--- config.mk ---
export PLATFORM = sky130hd
export DESIGN_NAME = heartbeat_generator
export DESIGN_NICKNAME = d
export VERILOG_FILES = /design/src/rtl/heartbeat_generator.sv
export SDC_FILE = /design/constraint.sdc
export NUM_CORES = 1
export LEC_CHECK = 0
export BUFFER_PORTS_ARGS = -buffer_cell sky130_fd_sc_hd__buf_2
export CORE_MARGIN = 1.5
export CORE_UTILIZATION = 35
export CTS_BUF_LIST = sky130_fd_sc_hd__clkbuf_4 sky130_fd_sc_hd__clkbuf_8
export CTS_CLUSTER_DIAMETER = 40
export DETAILED_ROUTE_END_ITERATION = 6
export SLEW_MARGIN = 20
export SYNTH_ARGS = -nofsm -noshare
export SYNTH_HDL_FRONTEND = slang
export SYNTH_SLANG_ARGS = --single-unit
--- constraint.sdc ---
create_clock -name clk -period 6.6 [get_ports clk]
set_clock_uncertainty 0.15 [all_clocks]
set_input_delay 0.33 -clock clk [delete_from_list [all_inputs] [get_ports clk]]
set_output_delay 0.33 -clock clk [all_outputs]
set_load 0.01 [all_outputs]
--- src/rtl/heartbeat_generator.sv ---
// heartbeat_generator: emits watchdog heartbeats only while the monitored subsystem keeps strobing alive.
// Optional macro HEARTBEAT_GENERATOR_URGENT_BEAT_EN adds wd_warning-triggered urgent beats.
module heartbeat_generator #(
    parameter int unsigned PERIOD_CYCLES = 1000,
    parameter int unsigned STALL_LIMIT   = 4,
    parameter int unsigned COUNT_W       = 16
) (
    input  logic               clk,
    input  logic               rst,
    input  logic               enable,
    input  logic               alive,
    input  logic               force_stop,
`ifdef HEARTBEAT_GENERATOR_URGENT_BEAT_EN
    input  logic               wd_warning,
`endif
    output logic               heartbeat,
    output logic               stalled,
    output logic [COUNT_W-1:0] beat_count,
    output logic [1:0]         state_dbg
);

    localparam int unsigned    PW       = $clog2(PERIOD_CYCLES);
    localparam logic [PW-1:0]  TERM_CNT = PW'(PERIOD_CYCLES - 1);
    localparam logic [8:0]     LIMIT9   = 9'(STALL_LIMIT);

    typedef enum logic [1:0] {
        ST_IDLE    = 2'd0,
        ST_RUN     = 2'd1,
        ST_STALLED = 2'd2
    } state_t;

    state_t             state_r;
    state_t             state_s;
    logic [PW-1:0]      period_r;
    logic [PW-1:0]      period_s;
    logic [7:0]         miss_r;
    logic [7:0]         miss_s;
    logic               seen_r;
    logic               seen_s;
    logic               hb_r;
    logic               hb_s;
    logic               stalled_r;
    logic               stalled_s;
    logic [COUNT_W-1:0] count_r;
    logic [COUNT_W-1:0] count_s;
    logic               urgent_s;

    // Urgent beat request: watchdog is close to expiry and activity was already seen.
    always_comb begin
`ifdef HEARTBEAT_GENERATOR_URGENT_BEAT_EN
        urgent_s = wd_warning & seen_r;
`else
        urgent_s = 1'b0;
`endif
    end

    // Next-state and next-output logic; force_stop falls through to the hold defaults.
    always_comb begin
        state_s   = state_r;
        period_s  = period_r;
        miss_s    = miss_r;
        seen_s    = seen_r;
        stalled_s = stalled_r;
        hb_s      = 1'b0;
        if (force_stop) begin
            hb_s = 1'b0;
        end else if (!enable) begin
            state_s   = ST_IDLE;
            period_s  = '0;
            miss_s    = 8'd0;
            seen_s    = 1'b0;
            stalled_s = 1'b0;
        end else begin
            case (state_r)
                ST_IDLE: begin
                    state_s   = ST_RUN;
                    period_s  = '0;
                    miss_s    = 8'd0;
                    seen_s    = 1'b0;
                    stalled_s = 1'b0;
                end
                ST_RUN: begin
                    if (urgent_s) begin
                        hb_s     = 1'b1;
                        period_s = '0;
                        miss_s   = 8'd0;
                        seen_s   = 1'b0;
                    end else if (period_r == TERM_CNT) begin
                        // alive in the terminal cycle still counts for this period
                        period_s = '0;
                        if (seen_r | alive) begin
                            hb_s   = 1'b1;
                            miss_s = 8'd0;
                            seen_s = 1'b0;
                        end else if (({1'b0, miss_r} + 9'd1) < LIMIT9) begin
                            hb_s   = 1'b1;
                            miss_s = miss_r + 8'd1;
                        end else begin
                            state_s   = ST_STALLED;
                            stalled_s = 1'b1;
                        end
                    end else begin
                        period_s = period_r + PW'(1);
                        seen_s   = seen_r | alive;
                    end
                end
                ST_STALLED: begin
                    period_s = '0;
                    if (alive) begin
                        hb_s      = 1'b1;
                        state_s   = ST_RUN;
                        stalled_s = 1'b0;
                        miss_s    = 8'd0;
                        seen_s    = 1'b0;
                    end else begin
                        state_s = ST_STALLED;
                    end
                end
                default: begin
                    state_s   = ST_IDLE;
                    period_s  = '0;
                    miss_s    = 8'd0;
                    seen_s    = 1'b0;
                    stalled_s = 1'b0;
                end
            endcase
        end
        count_s = count_r + COUNT_W'(hb_s);
    end

    // State and output registers with synchronous reset.
    always_ff @(posedge clk) begin
        if (rst) begin
            state_r   <= ST_IDLE;
            period_r  <= '0;
            miss_r    <= 8'd0;
            seen_r    <= 1'b0;
            hb_r      <= 1'b0;
            stalled_r <= 1'b0;
            count_r   <= '0;
        end else begin
            state_r   <= state_s;
            period_r  <= period_s;
            miss_r    <= miss_s;
            seen_r    <= seen_s;
            hb_r      <= hb_s;
            stalled_r <= stalled_s;
            count_r   <= count_s;
        end
    end

    assign heartbeat  = hb_r;
    assign stalled    = stalled_r;
    assign beat_count = count_r;
    assign state_dbg  = state_r;

endmodule

==> results.yml <==
detailed_routing:
  routedWlPerCell_um: 11.7
  drt_wl_total_um: 3420
  ant_nets: 0
  route.vias.total: 1460
  drc: 0
  routed_via_density: 4.98
  dr.pass1.iters: 4
  drt-initial-drc-count: 94
final_layout:
  postLayoutCellArea_mm2: 0.00209
  layout-drive-gt1-share_pct: 15.5
  area_growth_pct: 16.5
  n_antenna_cell: 0
  fin_util_pct: 43.3
  nets: 239
outcome:
  outcome: "completed"
power_and_ir_drop:
  p_switching_w: 0.0000952
  p_clk_share_pct: 42.5
  p_comb_share_pct: 4.3
  switching_share_pct: 21.2
  p_total_w: 0.000448
  ir_drop_uv: 110
  p_per_area_mw_per_mm2: 215
  cellLeakagePower_nw: 0.828
  p_int_w: 0.000353
  seqPwrFrac_pct: 53.2
cts:
  cts_root_buf: "clkbuf_8"
  path_clk_slew_ns: 0.07
  cts_sinks: 39
  cts_buffers: 5
  cts_max_path_buffers: 2
  clk_latency_ns: 0.29
  postCtsSetupBuffers: 0
  cts_tree: "yes"
  hold_buffers: 0
  cts.htree.levels: 2
  cts_resized: 0
yosys:
  synthAdderAreaFrac_pct: 5.59
  synth.distinct_cells: 40
  yosys_warnings: 0
  synth-edff-count: 0
  syn-cell-area_mm2: 0.00179
  synth_compound_area_share_pct: 8.46
  synth_top_family_by_area: "simple AND/OR/NAND/NOR gates"
  syn_avg_cell_area_um2: 9.00
  synthMuxAreaShare_pct: 1.19
  ys_async_sr_fraction_pct: 0
  yosys_most_used_dff: "dfxtp_1"
  synth-seq-area-share_pct: 43.6
  synth_nets: 212
  synth-seq-cells: 39
  netlist_instances: 199
  synth-xor-area-share_pct: 9.78
  yosys.area_share.simple_pct: 28.4
placement:
  place_congestion: 0.861
  place_area_mm2: 0.00198
  place_hpwl_um: 2470
  port-buffer-count: 24
die:
  rows: 25
  ios: 25
  start_util_pct: 37.2
  core_mm2: 0.00482
  die_y_um: 74.5
  dieArea_mm2: 0.00555
  die_w_um: 74.5
sta:
  worst_slew_pin_slew_ns: 0.703
  setup_tns_ns: 0
  fin_hold_ws_ns: 0.234
  finalHoldViolations: 0
  max_freq_mhz: 341
  setup_viol: 0
  fin_crit_ns: 2.93
  finalMaxSlewViolations: 0
  rsz0062_at_grt: "false"
  timing.final.crit_share_pct: 44.4
  max-slew-margin-rel_pct: 52.8
hold_path:
  hold_class: "in -> reg"
worst_setup_path:
  required_ns: 6.60
  crit_arrival_ns: 2.93
  cp-end-kind: "flop"
  critPathKind: "reg -> reg"
  start_kind: "flop"
  crit_fanout: 7
global_routing:
  antenna_found_initial: 0
  grt_pass1_wl_um: 5820
  grt-ovfl-total: 0
  grt_use_total_pct: 13.5
  grt_max_degree: 29
  grt_pass1_vias: 1322
flow_run:
  drv_cap: 0
==> metrics by stage <==
step	worst slack (ns)	cells
after global placement	3.73	286
after CTS	3.66	293
after global routing	3.48	293
after detailed placement	3.68	286
final	3.67	293
after floorplan	3.97	199
==> state kept, by name, indices dropped and copies added (netlist names) <==
register    cells
beat_count     16
miss_r          8
heartbeat       1
state_dbg       2
stalled         1
period_r       10
seen_r          1
==> power groups by stage <==
| stage | logic [W] | registers, W | clock network [W] |
|---|---|---|---|
| after floorplan | 0.0000136 | 0.000244 | 0 |
| after global placement | 0.0000197 | 0.000244 | 0 |
| after detailed placement | 0.0000195 | 0.000244 | 0 |
| after CTS | 0.0000195 | 0.000238 | 0.000197 |
| after global routing | 0.0000217 | 0.000239 | 0.000207 |
| final | 0.0000194 | 0.000238 | 0.000191 |
==> cell type report <==
cell class | count | area [um^2]
fill | 476 | 2730
multi-input combinational | 146 | 957
sequential | 39 | 781
timing repair buffer | 24 | 120
tap | 67 | 83.8
clock buffer | 5 | 68.8
clock inverter | 2 | 37.5
inverter | 10 | 37.5
==> worst max-delay path: stages (launching register included) <==
cell	delay, ns
dfxtp_1	0.35
ha_1	0.23
and4bb_2	0.30
o221ai_2	0.16
and2_1	0.23
nor4b_1	0.32
ha_1	0.27
ha_1	0.24
nand2_1	0.09
nor3_1	0.25
xnor2_1	0.15
nor2_1	0.05
==> path summary, 6_finish.rpt <==
path              depth (start not counted)             end       from  slack (ns)
setup reg to reg                         11  beat_count[12]  miss_r[0]        3.67
hold / removal                            3       heartbeat     enable        0.23
hold reg to reg                           1       miss_r[6]  miss_r[6]        0.33
setup / recovery                         11  beat_count[12]  miss_r[0]        3.67
==> layout by cell type, fill, tap and decap left out, types with 6 or more instances in the layout <==
cell,n
nor2_1,27
inv_1,10
dfxtp_1,39
nor3b_1,6
ha_1,8
buf_2,24
xnor2_1,9
nand2_1,11
nor3_1,8
nand3_1,9
xor2_1,11
==> routing by layer <==
layer  track usage [%]  part of all wire, %  vias to the layer above  wire [um]
met5                 0                    0                        -          0
met4              5.66                  1.5                        0         52
met3              3.25                  3.6                        6        122
met2              19.9                   43                       23       1470
met1              18.7                   52                      679       1770
li1                  -                    -                      752          -
==> synth_stat cells, drive strengths merged, types with 5 or more instances <==
cell type / number / share of area, %
dfxtp: 39 / 44
nor2: 27 / 5.7
nand2: 11 / 2.3
xor2: 11 / 5.4
inv: 10 / 2.1
nand3: 9 / 2.5
xnor2: 9 / 4.4
ha: 8 / 5.6
nor3: 8 / 2.2
nor3b: 6 / 2.5
a21oi: 5 / 1.4
o21ai: 5 / 1.4
or3: 5 / 1.7
==> cell families (layout without fill, tap and decap cells) <==
group	after synthesis	in the layout
multiplexers	2	2
adder cells (fa/ha/maj)	8	8
AND/OR/NAND/NOR	94	94
XOR/XNOR	20	20
flip-flops	39	39
AO/OA/AOI/OAI	22	22
buffers and inverters	14	41
No activity file was read; power rests on OpenSTA's default activity.
